### config.mk
export PLATFORM = sky130hd
export DESIGN_NAME = lifo_stack
export DESIGN_NICKNAME = d
export VERILOG_FILES = /design/src/rtl/lifo_stack_pkg.sv /design/src/rtl/lifo_stack_ram.sv /design/src/rtl/lifo_stack.sv
export SDC_FILE = /design/constraint.sdc
export NUM_CORES = 1
export LEC_CHECK = 0
export CORE_ASPECT_RATIO = 0.8
export CORE_MARGIN = 2
export CORE_UTILIZATION = 25
export CTS_BUF_LIST = sky130_fd_sc_hd__clkbuf_8
export CTS_CLUSTER_DIAMETER = 60
export DETAILED_ROUTE_END_ITERATION = 8
export PLACE_DENSITY = 0.51
export SLEW_MARGIN = 20
export SYNTH_ARGS = -nofsm -noshare
export SYNTH_HDL_FRONTEND = slang
export SYNTH_SLANG_ARGS = --single-unit
### constraint.sdc
create_clock -name i_clk -period 6.24 [get_ports i_clk]
set_clock_uncertainty 0.2 [all_clocks]
set_input_delay 1.248 -clock i_clk [delete_from_list [all_inputs] [get_ports i_clk]]
set_output_delay 1.248 -clock i_clk [all_outputs]
set_load 0.005 [all_outputs]
### src/rtl/lifo_stack_pkg.sv
// Shared operation encoding for the LIFO stack.
// The encoding is {push, pop}, so the raw request pins map straight onto it.
package lifo_stack_pkg;

  typedef enum logic [1:0] {
    OP_NOP     = 2'b00,
    OP_POP     = 2'b01,
    OP_PUSH    = 2'b10,
    OP_REPLACE = 2'b11
  } op_e;

  function automatic op_e op_decode(input logic push, input logic pop);
    return op_e'({push, pop});
  endfunction

endpackage

### src/rtl/lifo_stack_ram.sv
// Deep storage for stack elements 2..DEPTH-1.
// One synchronous write port at ptr, one combinational read port at ptr-1.
module lifo_stack_ram
  import lifo_stack_pkg::*;
#(
  parameter int WIDTH = 8,
  parameter int DEPTH = 16
) (
  input  logic                     i_clk,
  input  logic                     i_we,
  input  logic [$clog2(DEPTH)-1:0] i_ptr,
  input  logic [WIDTH-1:0]         i_wr_data,
  output logic [WIDTH-1:0]         o_rd_data
);

  localparam int PTR_W   = $clog2(DEPTH);
  localparam int ENTRIES = DEPTH - 2;
  localparam int IDX_W   = (ENTRIES > 1) ? $clog2(ENTRIES) : 1;

  logic [WIDTH-1:0] mem_q [ENTRIES];
  logic [PTR_W-1:0] rd_ptr;

  assign rd_ptr = i_ptr - PTR_W'(1);

  // An empty deep store makes rd_ptr wrap past the last entry; return 0 there.
  assign o_rd_data = (rd_ptr < PTR_W'(ENTRIES)) ? mem_q[IDX_W'(rd_ptr)] : '0;

  always_ff @(posedge i_clk) begin
    if (i_we && (i_ptr < PTR_W'(ENTRIES))) begin
      mem_q[IDX_W'(i_ptr)] <= i_wr_data;
    end
  end

endmodule

### src/rtl/lifo_stack.sv
// LIFO stack: top two elements in registers, the rest in a small RAM.
// One operation per cycle, results visible one cycle after the request edge.
module lifo_stack
  import lifo_stack_pkg::*;
#(
  parameter int WIDTH = 8,
  parameter int DEPTH = 16
) (
  input  logic                       i_clk,
  input  logic                       i_rst_n,
  input  logic [WIDTH-1:0]           i_data,
  input  logic                       i_push,
  input  logic                       i_pop,
  input  logic                       i_clr,
  output logic [WIDTH-1:0]           o_s0,
  output logic [WIDTH-1:0]           o_s1,
  output logic [$clog2(DEPTH+1)-1:0] o_count,
  output logic                       o_empty,
  output logic                       o_full,
  output logic                       o_err
);

  localparam int CW    = $clog2(DEPTH + 1);
  localparam int PTR_W = $clog2(DEPTH);

  logic [WIDTH-1:0] s0_q, s0_d;
  logic [WIDTH-1:0] s1_q, s1_d;
  logic [CW-1:0]    count_q, count_d;
  logic [PTR_W-1:0] dptr_q, dptr_d;
  logic             err_q, err_d;
  logic             ram_we;
  logic [WIDTH-1:0] ram_rd_data;
  op_e              op;

  assign op = op_decode(i_push, i_pop);

  always_comb begin
    s0_d    = s0_q;
    s1_d    = s1_q;
    count_d = count_q;
    dptr_d  = dptr_q;
    err_d   = err_q;
    ram_we  = 1'b0;
    if (i_clr) begin
      s0_d    = '0;
      s1_d    = '0;
      count_d = '0;
      dptr_d  = '0;
      err_d   = 1'b0;
    end else begin
      case (op)
        OP_PUSH: begin
          if (count_q == CW'(DEPTH)) begin
            err_d = 1'b1;
          end else begin
            s0_d    = i_data;
            s1_d    = s0_q;
            count_d = count_q + CW'(1);
            // Old s1 moves into deep storage once both registers are occupied.
            if (count_q >= CW'(2)) begin
              ram_we = 1'b1;
              dptr_d = dptr_q + PTR_W'(1);
            end
          end
        end
        OP_POP: begin
          if (count_q == '0) begin
            err_d = 1'b1;
          end else begin
            s0_d    = s1_q;
            count_d = count_q - CW'(1);
            if (count_q >= CW'(3)) begin
              s1_d   = ram_rd_data;
              dptr_d = dptr_q - PTR_W'(1);
            end else begin
              s1_d = '0;
            end
          end
        end
        OP_REPLACE: begin
          if (count_q == '0) begin
            err_d = 1'b1;
          end else begin
            s0_d = i_data;
          end
        end
        default: ;
      endcase
    end
  end

  always_ff @(posedge i_clk or negedge i_rst_n) begin
    if (!i_rst_n) begin
      s0_q    <= '0;
      s1_q    <= '0;
      count_q <= '0;
      dptr_q  <= '0;
      err_q   <= 1'b0;
    end else begin
      s0_q    <= s0_d;
      s1_q    <= s1_d;
      count_q <= count_d;
      dptr_q  <= dptr_d;
      err_q   <= err_d;
    end
  end

  lifo_stack_ram #(
    .WIDTH(WIDTH),
    .DEPTH(DEPTH)
  ) u_ram (
    .i_clk    (i_clk),
    .i_we     (ram_we),
    .i_ptr    (dptr_q),
    .i_wr_data(s1_q),
    .o_rd_data(ram_rd_data)
  );

  assign o_s0    = s0_q;
  assign o_s1    = s1_q;
  assign o_count = count_q;
  assign o_empty = (count_q == '0);
  assign o_full  = (count_q == CW'(DEPTH));
  assign o_err   = err_q;

endmodule

==> results of run 1 <==
## cell usage after synthesis, types with 4 or more instances
cell and number:
a2111oi_0 4, buf_2 4, mux4_2 20, nor4_1 7, and2_1 6, dfrtp_1 26
nor2_1 16, a211o_1 8, a32oi_1 7, mux2_2 8, mux2i_1 10, inv_1 14
o21ai_1 8, ha_1 8, nand2_1 23, o22ai_1 8, edfxtp_1 112, xnor2_1 7
clkbuf_1 8, mux4_1 4, a21oi_1 22
## through the flow
stage / instances / instance area (um^2) / power [W] / hold slack, ps
6_report: 743 / 7150 / 0.00236 / 312
5_1_grt: 743 / 7150 / 0.00247 / 326
3_3_place_gp: 711 / 6740 / 0.00166 / 301
4_1_cts: 743 / 7140 / 0.00238 / 316
2_1_floorplan: 370 / 6000 / 0.00147 / 286
3_5_place_dp: 711 / 6740 / 0.00166 / 296
## power breakdown
part	internal [W]	total, W	switching [W]
Combinational	0.000251	0.000540	0.000289
Clock	0.000363	0.000725	0.000362
Sequential	0.00103	0.00109	0.0000619
Total	0.00165	0.00236	0.000712
## worst min-delay path, stage by stage (launching register included)
cell and delay [ps]:
dfrtp_1 360, a21oi_1 40, nor2_1 70
## final timing paths
check	to	startpoint
min	o_err	o_err
max	u_ram.mem_q[10][5]	i_clr
max reg2reg	u_ram.mem_q[10][5]	o_count[1]
min in group asynchronous	o_count[1]	i_rst_n
max in group asynchronous	dptr_q[0]	i_rst_n
min reg2reg	o_err	o_err
## area by class of cell
type	instances	area [um^2]	share of cell area
clock buffers	17	234	0.0327
clock inverters	15	163	0.0228
inverters	14	52.6	0.00735
multi-input cells	201	1860	0.260
flip-flops and latches	138	4020	0.562
well taps	312	390	0.0546
repair buffers	46	435	0.0609
## per-layer routing
layer,global-route usage,vias to the layer above,part of all wire
met5,0,-,0
met4,0.0522,0,0.016
met3,0.0304,17,0.065
met2,0.176,119,0.44
met1,0.171,1747,0.48
li1,-,1565,-
## logic make-up after synthesis
family / Yosys count / synth area share
xor gates and xnor gates: 7 / 0.0102
and+or+nand+nor: 68 / 0.0592
buffers and inverters: 31 / 0.0246
DFF: 138 / 0.669
AOI/OAI and AO/OA: 74 / 0.0909
muxes: 43 / 0.127
adders and majority gates: 9 / 0.0200
## sequential cells by signal, indices dropped and copies added, names as in the netlist
register     flops
dptr_q           4
o_s1             8
o_err            1
u_ram.mem_q    112
o_count          5
o_s0             8
==> metrics.md, run 1 <==
| Metric | Value |
|---|---|
| Io pins | `37` |
| FILL cells | `around 2,300` |
| PwrDens | `330 mW/mm^2` |
| Layout net count | `440` |
| Vias in the first global route | `~3,600` |
| Inserted Clock Buffers | `17` |
| Cells along the critical path | `clkdlybuf4s50_1 > a211oi_4 > o41ai_2 > or3_1 > nor2_1` |
| Post-CTS sizing | `0` |
| Critical Path Max Stage Delay | `between 800 and 900 ps` |
| Initial Utilization | `0.256` |
| H-tree levels | `4` |
| Die width | `approximately 180 um` |
| Hold Path Class | `flop to flop` |
| Status | `complete, no violations` |
| Worst EP required | `6110 ps` |
| Std cell rows | `50` |
| Critical path peak fanout | `23` |
| Syn Inst Count | `370` |
| 1st-iter DRT viols | `372` |
| Worst Path Arrival | `just over 4000 ps` |
| Leakage | `2.39 nW` |
| Sequential share of the synthesized area | `0.669` |
| First-pass GRT wire length | `between 20 and 25 mm` |
| Hold buffer count at cts | `0` |
| Async set-reset flop share out of synthesis | `0.188` |
| Via count | `3,448` |
| Worst hold stages | `2` |
| Antenna cell count | `0` |
| Clk buf depth | `2` |
| Syn. warnings | `0` |
| GP Congestion | `0.798` |
| Core footprint | `0.0235 mm^2` |
| Final setup viols | `0` |
| Clock slew at reported path FFs | `approximately 70 ps` |
| Setup CP Type | `input pin to flop` |
| Commonest non-fill, non-tap cells in the layout | `edfxtp_1, clkdlybuf4s50_1, dfrtp_1` |
| Cell area after synthesis | `around 0.006 mm^2` |
| Worst reg2reg setup slack | `3140 ps` |
| Utilization after layout | `0.305` |
| Final wirelength | `around 15 mm` |
| Delay-heaviest family, CP | `simple AND/OR/NAND/NOR gates` |
| CTS tree | `done` |
| Worst Setup End Kind | `flop` |
| Cell variety after synth | `between 50 and 60` |
| Layout cell share with drive strength beyond 1 | `0.190` |
| Post-synth EDFFs | `approximately 110` |
| Initial antenna violation count | `0` |
| Final worst-path cycle share | `0.681` |
| Clock latency on the worst-skew pair | `450 ps` |
| Max_cap viols | `0` |
| Die Area | `about 0.025 mm^2` |
| Normalized max-slew margin | `0.339` |
| Final Hold Vio Count | `0` |
| VDD IR max | `approximately 0.14 mV` |
| R2R depth | `5` |
| Top-area cell type share of the netlist area | `0.560` |
| Yosys top cell by area | `edfxtp_1` |
| Dpl ws | `1550 ps` |
| Die H | `between 100 and 150 um` |
| Detailed Routing Iterations Pass 1 | `4` |
| Wire per inst | `between 15 and 20 um` |
| Syn-to-layout area delta | `19.0%` |
| Synth Flop Type | `edfxtp_1` |
| Worst path bufs/invs | `1` |
| Number of remaining DRC errors | `0` |
| Syn Area/Cell | `16.2 um^2` |
| Worst path slowest cell | `clkdlybuf4s50_1` |
| Post CTS Setup Buffer Count | `0` |
| Congestion Overflow GR | `0` |
| Max-slew violations | `0` |
| Mapped Nets | `392` |
| Crit path time final | `around 4300 ps` |
| Port bufs | `36` |
| CP Launch Type | `input pin` |
| Post-DP HPWL | `a little under 10 mm` |
| Largest net degree at the start of global routing | `40` |
| Yosys reg bits | `around 140` |
| Fin worst setup slack | `a little under 2000 ps` |
| Clock Sinks | `138` |
| Setup tns final | `0 ps` |
| Final ANT Viol Nets | `0` |
| Via density per instance | `about 4.6` |
| Slew @ Worst Pin | `~980 ps` |
| Most common cell after layout, fill and taps aside | `edfxtp_1` |
| Number of cells on the critical path | `5` |
| CTS root buffer | `clkbuf_8` |
| Tot GR Track Use | `0.121` |
| Synth area leaders | `edfxtp_1, dfrtp_1, mux4_2, a21oi_1, mux4_1` |
| RSZ-0062 raised after global routing | `false` |
| F_max | `235 MHz` |
(Power assumes the default switching activity.)
==> inputs of run 2 (changes only) <==
clock period = 4.4 ns   (was 6.24 ns; I/O delays follow)
==> metrics.md, run 2 (synthesis results as in run 1) <==
| Metric | Value |
|---|---|
| Via density per instance | `4.68 (+0.84%)` |
| RSZ-0062 raised after global routing | `false` |
| Setup tns final | `0 ps (unchanged)` |
| Final setup viols | `0 (unchanged)` |
| Hold buffer count at cts | `0 (unchanged)` |
| Post CTS Setup Buffer Count | `0 (unchanged)` |
| Clk buf depth | `2 (unchanged)` |
| Slew @ Worst Pin | `848 ps (-133 ps)` |
| H-tree levels | `4 (unchanged)` |
| Number of remaining DRC errors | `0 (unchanged)` |
| Clock slew at reported path FFs | `80 ps (about the same)` |
| F_max | `roughly 290 MHz` |
| Std cell rows | `50 (unchanged)` |
| Wire per inst | `20.4 um (+4.4%)` |
| Inserted Clock Buffers | `17 (unchanged)` |
| Port bufs | `36 (unchanged)` |
| Worst r2r src | `dptr_q[0]` |
| Post-DP HPWL | `10.4 mm (+5.4%)` |
| Worst EP required | `4260 ps (-1850 ps)` |
| Worst Path Arrival | `3310 ps (-810 ps)` |
| CTS root buffer | `clkbuf_8` |
| Via count | `3,519 (+2.1%)` |
| VDD IR max | `0.179 mV (+26%)` |
| Cells along the critical path | `clkdlybuf4s50_1 > nand2b_1 > a211oi_4 > o41ai_2 > or3_1 > nor2_1` |
| Dpl cells | `721 (+1.4%)` |
| PwrDens | `464 mW/mm^2 (+41%)` |
| Final Hold Vio Count | `0 (unchanged)` |
| Post-CTS sizing | `0 (unchanged)` |
| Worst Setup End Kind | `flop` |
| Tot GR Track Use | `0.127 (+0.00610)` |
| Crit path time final | `3440 ps` |
| Comb pwr share | `0.235 (+0.006)` |
| Final ANT Viol Nets | `0 (unchanged)` |
| CTS tree | `done` |
| Detailed Routing Iterations Pass 1 | `5 (+1)` |
| Layout cell share with drive strength beyond 1 | `0.198 (+0.00747)` |
| Worst path slowest cell | `nor2_1` |
| Max FFs per register | `112 (unchanged)` |
| Crit path from | `i_pop` |
| Normalized max-slew margin | `0.424 (+0.0844)` |
| Hold slack | `317 ps (+5.13 ps)` |
| Die H | `143 um (unchanged)` |
| Most common cell after layout, fill and taps aside | `edfxtp_1` |
| Antenna cell count | `0 (unchanged)` |
| Clock Power Share | `0.298 (-0.009)` |
| Vias in the first global route | `3,450 (-3.1%)` |
| Flop pwr share | `0.467 (+0.003)` |
| Final worst-path cycle share | `0.783` |
| Syn-to-layout area delta | `19.8%` |
| FILL cells | `2,301 (-0.69%)` |
| Critical Path Max Stage Delay | `570 ps (-320 ps)` |
| Number of cells on the critical path | `6 (+1)` |
| Multi-input gate area | `0.00185 mm^2 (-0.47%)` |
| Clock latency on the worst-skew pair | `430 ps (-20 ps)` |
| Layout net count | `450 (+2.3%)` |
| Die Area | `0.0253 mm^2 (unchanged)` |
| Initial Utilization | `0.256 (unchanged)` |
| 1st-iter DRT viols | `316 (-15%)` |
| Core footprint | `0.0235 mm^2 (unchanged)` |
| GP Congestion | `0.841 (+5.4%)` |
| Delay-heaviest family, CP | `simple AND/OR/NAND/NOR gates` |
| Hold Path Class | `flop to flop` |
| Max_cap viols | `0 (unchanged)` |
| Power, Total | `0.00334 W (+41%)` |
| Switching Share | `0.289 (-0.0127)` |
| First-pass GRT wire length | `22.7 mm (+3.6%)` |
| Seq. cell area | `0.00402 mm^2 (unchanged)` |
| Commonest non-fill, non-tap cells in the layout | `edfxtp_1, clkdlybuf4s50_1, dfrtp_1` |
| Status | `complete, no violations` |
| Final wirelength | `15.3 mm (+5.6%)` |
| Sw power | `0.000966 W (+36%)` |
| Setup CP Type | `input pin to flop` |
| Worst reg2reg setup slack | `1210 ps (-1930 ps)` |
| Clock Sinks | `138 (unchanged)` |
| Pint | `0.00237 W (+44%)` |
| Die width | `177 um (unchanged)` |
| Fin cells | `752 (+1.2%)` |
| Biggest register | `u_ram.mem_q` |
| CP Launch Type | `input pin` |
| R2R depth | `7 (+2)` |
| Utilization after layout | `0.307 (+0.00187)` |
| Initial antenna violation count | `0 (unchanged)` |
| Io pins | `37 (unchanged)` |
| Max-slew violations | `0 (unchanged)` |
| Largest net degree at the start of global routing | `27 (-33%)` |
| Leakage | `2.45 nW (+2.4%)` |
| Congestion Overflow GR | `0 (unchanged)` |
| R2r endpoint | `o_s1[3]` |
| Worst path bufs/invs | `1 (unchanged)` |
| End of the critical path | `u_ram.mem_q[10][3]` |
| Critical path peak fanout | `9 (-61%)` |
run 2: worst min-delay path, stage by stage (launching register included):
cell     delay (ps)
dfrtp_1         360
a21oi_1          40
nor2_1           80
run 2: worst min-delay path by stage:
stage	startpoint	to	slack (ps)	depth (start not counted)
after floorplan	o_err	o_err	290	2
after global placement	o_err	o_err	310	2
after detailed placement	o_err	o_err	300	2
after CTS	o_err	o_err	320	2
after global routing	o_err	o_err	390	2
final	o_err	o_err	320	2
run 2: per-stage QoR:
stage          worst slack (ps)  cell area [um^2]
2_1_floorplan              1240              6000
6_report                    955              7190
3_3_place_gp                685              6820
3_5_place_dp                540              6820
5_1_grt                     844              7190
4_1_cts                    1010              7190
run 2: layout make-up:
| type | instances | share of cell area |
|---|---|---|
| clock buffer | 17 | 0.0325 |
| clock inverter | 14 | 0.0195 |
| inverter | 14 | 0.00731 |
| multi-input combinational | 201 | 0.257 |
| sequential | 138 | 0.558 |
| tap | 312 | 0.0543 |
| timing repair buffer | 56 | 0.0710 |
run 2: power by group through the flow:
stage | registers [W] | clock network, W | logic (W)
floorplan | 0.00155 | 0 | 0.000532
global placement | 0.00159 | 0 | 0.000785
detailed placement | 0.00159 | 0 | 0.000790
CTS | 0.00156 | 0.00102 | 0.000792
global route | 0.00157 | 0.00108 | 0.000850
finish | 0.00156 | 0.000994 | 0.000786
run 2: layer usage:
layer | vias to the layer above | global-route usage | routed length, um
met5 | - | 0 | 0
met4 | 0 | 0.0414 | 278
met3 | 14 | 0.0475 | 1050
met2 | 106 | 0.172 | 6550
met1 | 1822 | 0.186 | 7430
li1 | 1577 | - | -
==> inputs of run 3 (changes only) <==
PLACE_DENSITY = 0.53   (was 0.51)
clock period = 2.9 ns   (was 4.4 ns; I/O delays follow)
==> metrics.md, run 3 (synthesis results as in run 1) <==
| Metric | Value |
|---|---|
| Status | `complete, no violations` |
| Core footprint | `0.0235 mm^2 (unchanged)` |
| Most common cell after layout, fill and taps aside | `edfxtp_1` |
| Placed Area | `0.00709 mm^2 (+3.9%)` |
| Worst Setup End Kind | `flop` |
| Via count | `3,670 (+4.3%)` |
| Initial Utilization | `0.256 (unchanged)` |
| GP Congestion | `0.854 (+1.6%)` |
| Pint | `0.00361 W (+52%)` |
| Critical path peak fanout | `8 (-1)` |
| H-tree levels | `4 (unchanged)` |
| PwrDens | `690 mW/mm^2 (+49%)` |
| Vias in the first global route | `3,708 (+7.5%)` |
| Port bufs | `36 (unchanged)` |
| Wire per inst | `19.5 um (-4.5%)` |
| Inserted Clock Buffers | `17 (unchanged)` |
| Worst Path Arrival | `2910 ps (-400 ps)` |
| Dpl cells | `751 (+4.2%)` |
| Largest net degree at the start of global routing | `27 (unchanged)` |
| Power, Total | `0.00516 W (+55%)` |
| Post-DP HPWL | `10.4 mm (about the same)` |
| Clk buf depth | `2 (unchanged)` |
| Clock latency on the worst-skew pair | `440 ps (about the same)` |
| Worst EP required | `3070 ps (-1190 ps)` |
| 1st-iter DRT viols | `316 (unchanged)` |
| Crit path time final | `between 2000 and 3000 ps` |
| Syn-to-layout area delta | `24.6%` |
| Die Area | `0.0253 mm^2 (unchanged)` |
| Io pins | `37 (unchanged)` |
| Clock slew at reported path FFs | `80 ps (about the same)` |
| Final Hold Vio Count | `0 (unchanged)` |
| Std cell rows | `50 (unchanged)` |
| Clock Sinks | `138 (unchanged)` |
| Final wirelength | `15.3 mm (-0.43%)` |
| Congestion Overflow GR | `0 (unchanged)` |
| Layout cell share with drive strength beyond 1 | `0.258 (+0.0607)` |
| Switching Share | `0.300 (+0.0111)` |
| RSZ-0062 raised after global routing | `false` |
| Die width | `177 um (unchanged)` |
| Layout net count | `481 (+6.9%)` |
| Max_cap viols | `0 (unchanged)` |
| Hold Path Class | `flop to flop` |
| Max FFs per register | `112 (unchanged)` |
| Final worst-path cycle share | `0.945` |
| F_max | `approximately 360 MHz` |
| Biggest register | `u_ram.mem_q` |
| Number of remaining DRC errors | `0 (unchanged)` |
| Sw power | `0.00155 W (+61%)` |
| CTS tree | `done` |
| Utilization after layout | `0.319 (+0.0123)` |
| Final setup viols | `0 (unchanged)` |
| Die H | `143 um (unchanged)` |
| Slew @ Worst Pin | `834 ps (-13.5 ps)` |
| Detailed Routing Iterations Pass 1 | `5 (unchanged)` |
| Final ANT Viol Nets | `0 (unchanged)` |
| Setup tns final | `0 ps (unchanged)` |
| CTS root buffer | `clkbuf_8` |
| CP Launch Type | `flop` |
| Commonest non-fill, non-tap cells in the layout | `edfxtp_1, buf_4, clkdlybuf4s50_1` |
| Antenna cell count | `0 (unchanged)` |
| Fin cells | `784 (+4.3%)` |
| Flop pwr share | `0.443 (-0.024)` |
| Initial antenna violation count | `0 (unchanged)` |
| Leakage | `2.61 nW (+6.5%)` |
| Tot GR Track Use | `0.126 (-0.00100)` |
| Clock Power Share | `0.293 (-0.005)` |
| Normalized max-slew margin | `0.433 (+0.00919)` |
| Final Instance Area | `0.00748 mm^2 (+4.0%)` |
| First-pass GRT wire length | `22.9 mm (+0.55%)` |
| Via density per instance | `4.68 (about the same)` |
| Setup CP Type | `flop to flop` |
| VDD IR max | `0.277 mV (+55%)` |
| Max-slew violations | `0 (unchanged)` |
| Comb pwr share | `0.264 (+0.029)` |
run 3: cell types whose count changed in the layout (fill, tap and decap cells not counted), sizes merged:
cell | before | now
buf | 20 | 51
bufinv | 3 | 2
clkinv | 7 | 5
clkinvlp | 1 | 4
inv | 17 | 18
run 3: timing repair:
item,in CTS,in global routing
hold buffers,0,0
pin swaps,1,0
setup endpoints to repair,2,1
setup buffers,1,0
resized for setup,0,1
run 3: final cells by class:
cell class | count | area (um^2)
Tap cell | 312 | 390
Clock inverter | 15 | 151
Fill cell | 2306 | 16000
Clock buffer | 17 | 234
Timing Repair Buffer | 87 | 793
Inverter | 14 | 52.6
Sequential cell | 138 | 4020
Multi-Input combinational cell | 201 | 1840
run 3: per-layer routing:
layer | share of wire | global-route usage | vias to the layer above
met5 | 0 | 0 | -
met2 | 0.44 | 0.180 | 142
met3 | 0.080 | 0.0449 | 17
li1 | - | - | 1642
met1 | 0.47 | 0.180 | 1869
met4 | 0.014 | 0.0362 | 0
run 3: metrics by stage:
stage | hold slack [ps] | setup WS, ps
2_1_floorplan | 84.4 | 39.1
3_5_place_dp | 309 | -173
6_report | 311 | 158
5_1_grt | 347 | 80.2
4_1_cts | 322 | 70.7
3_3_place_gp | 297 | -94.5
run 3: worst max-delay path, stage by stage, from the launching register on:
cell,delay (ps)
dfrtp_2,450
inv_1,100
ha_1,310
nor2b_1,200
a32oi_2,480
nor2_1,120
a2111oi_1,530
a21o_1,280
run 3: final timing paths:
kind,startpoint,end,slack [ps],cells past startpoint
max,dptr_q[0],o_s1[6],160,7
min,o_err,o_err,310,2
max reg2reg,dptr_q[0],o_s1[6],160,7
min reg2reg,o_err,o_err,310,2
max in group asynchronous,i_rst_n,dptr_q[0],1840,2
min in group asynchronous,i_rst_n,o_err,340,2
run 3: power by group through the flow:
stage,Combinational (W),Clock (W),Sequential (W)
after global routing,0.00146,0.00164,0.00230
after global placement,0.00133,0,0.00233
after floorplan,0.000809,0,0.00235
final,0.00136,0.00151,0.00229
after CTS,0.00136,0.00154,0.00229
after detailed placement,0.00134,0,0.00233
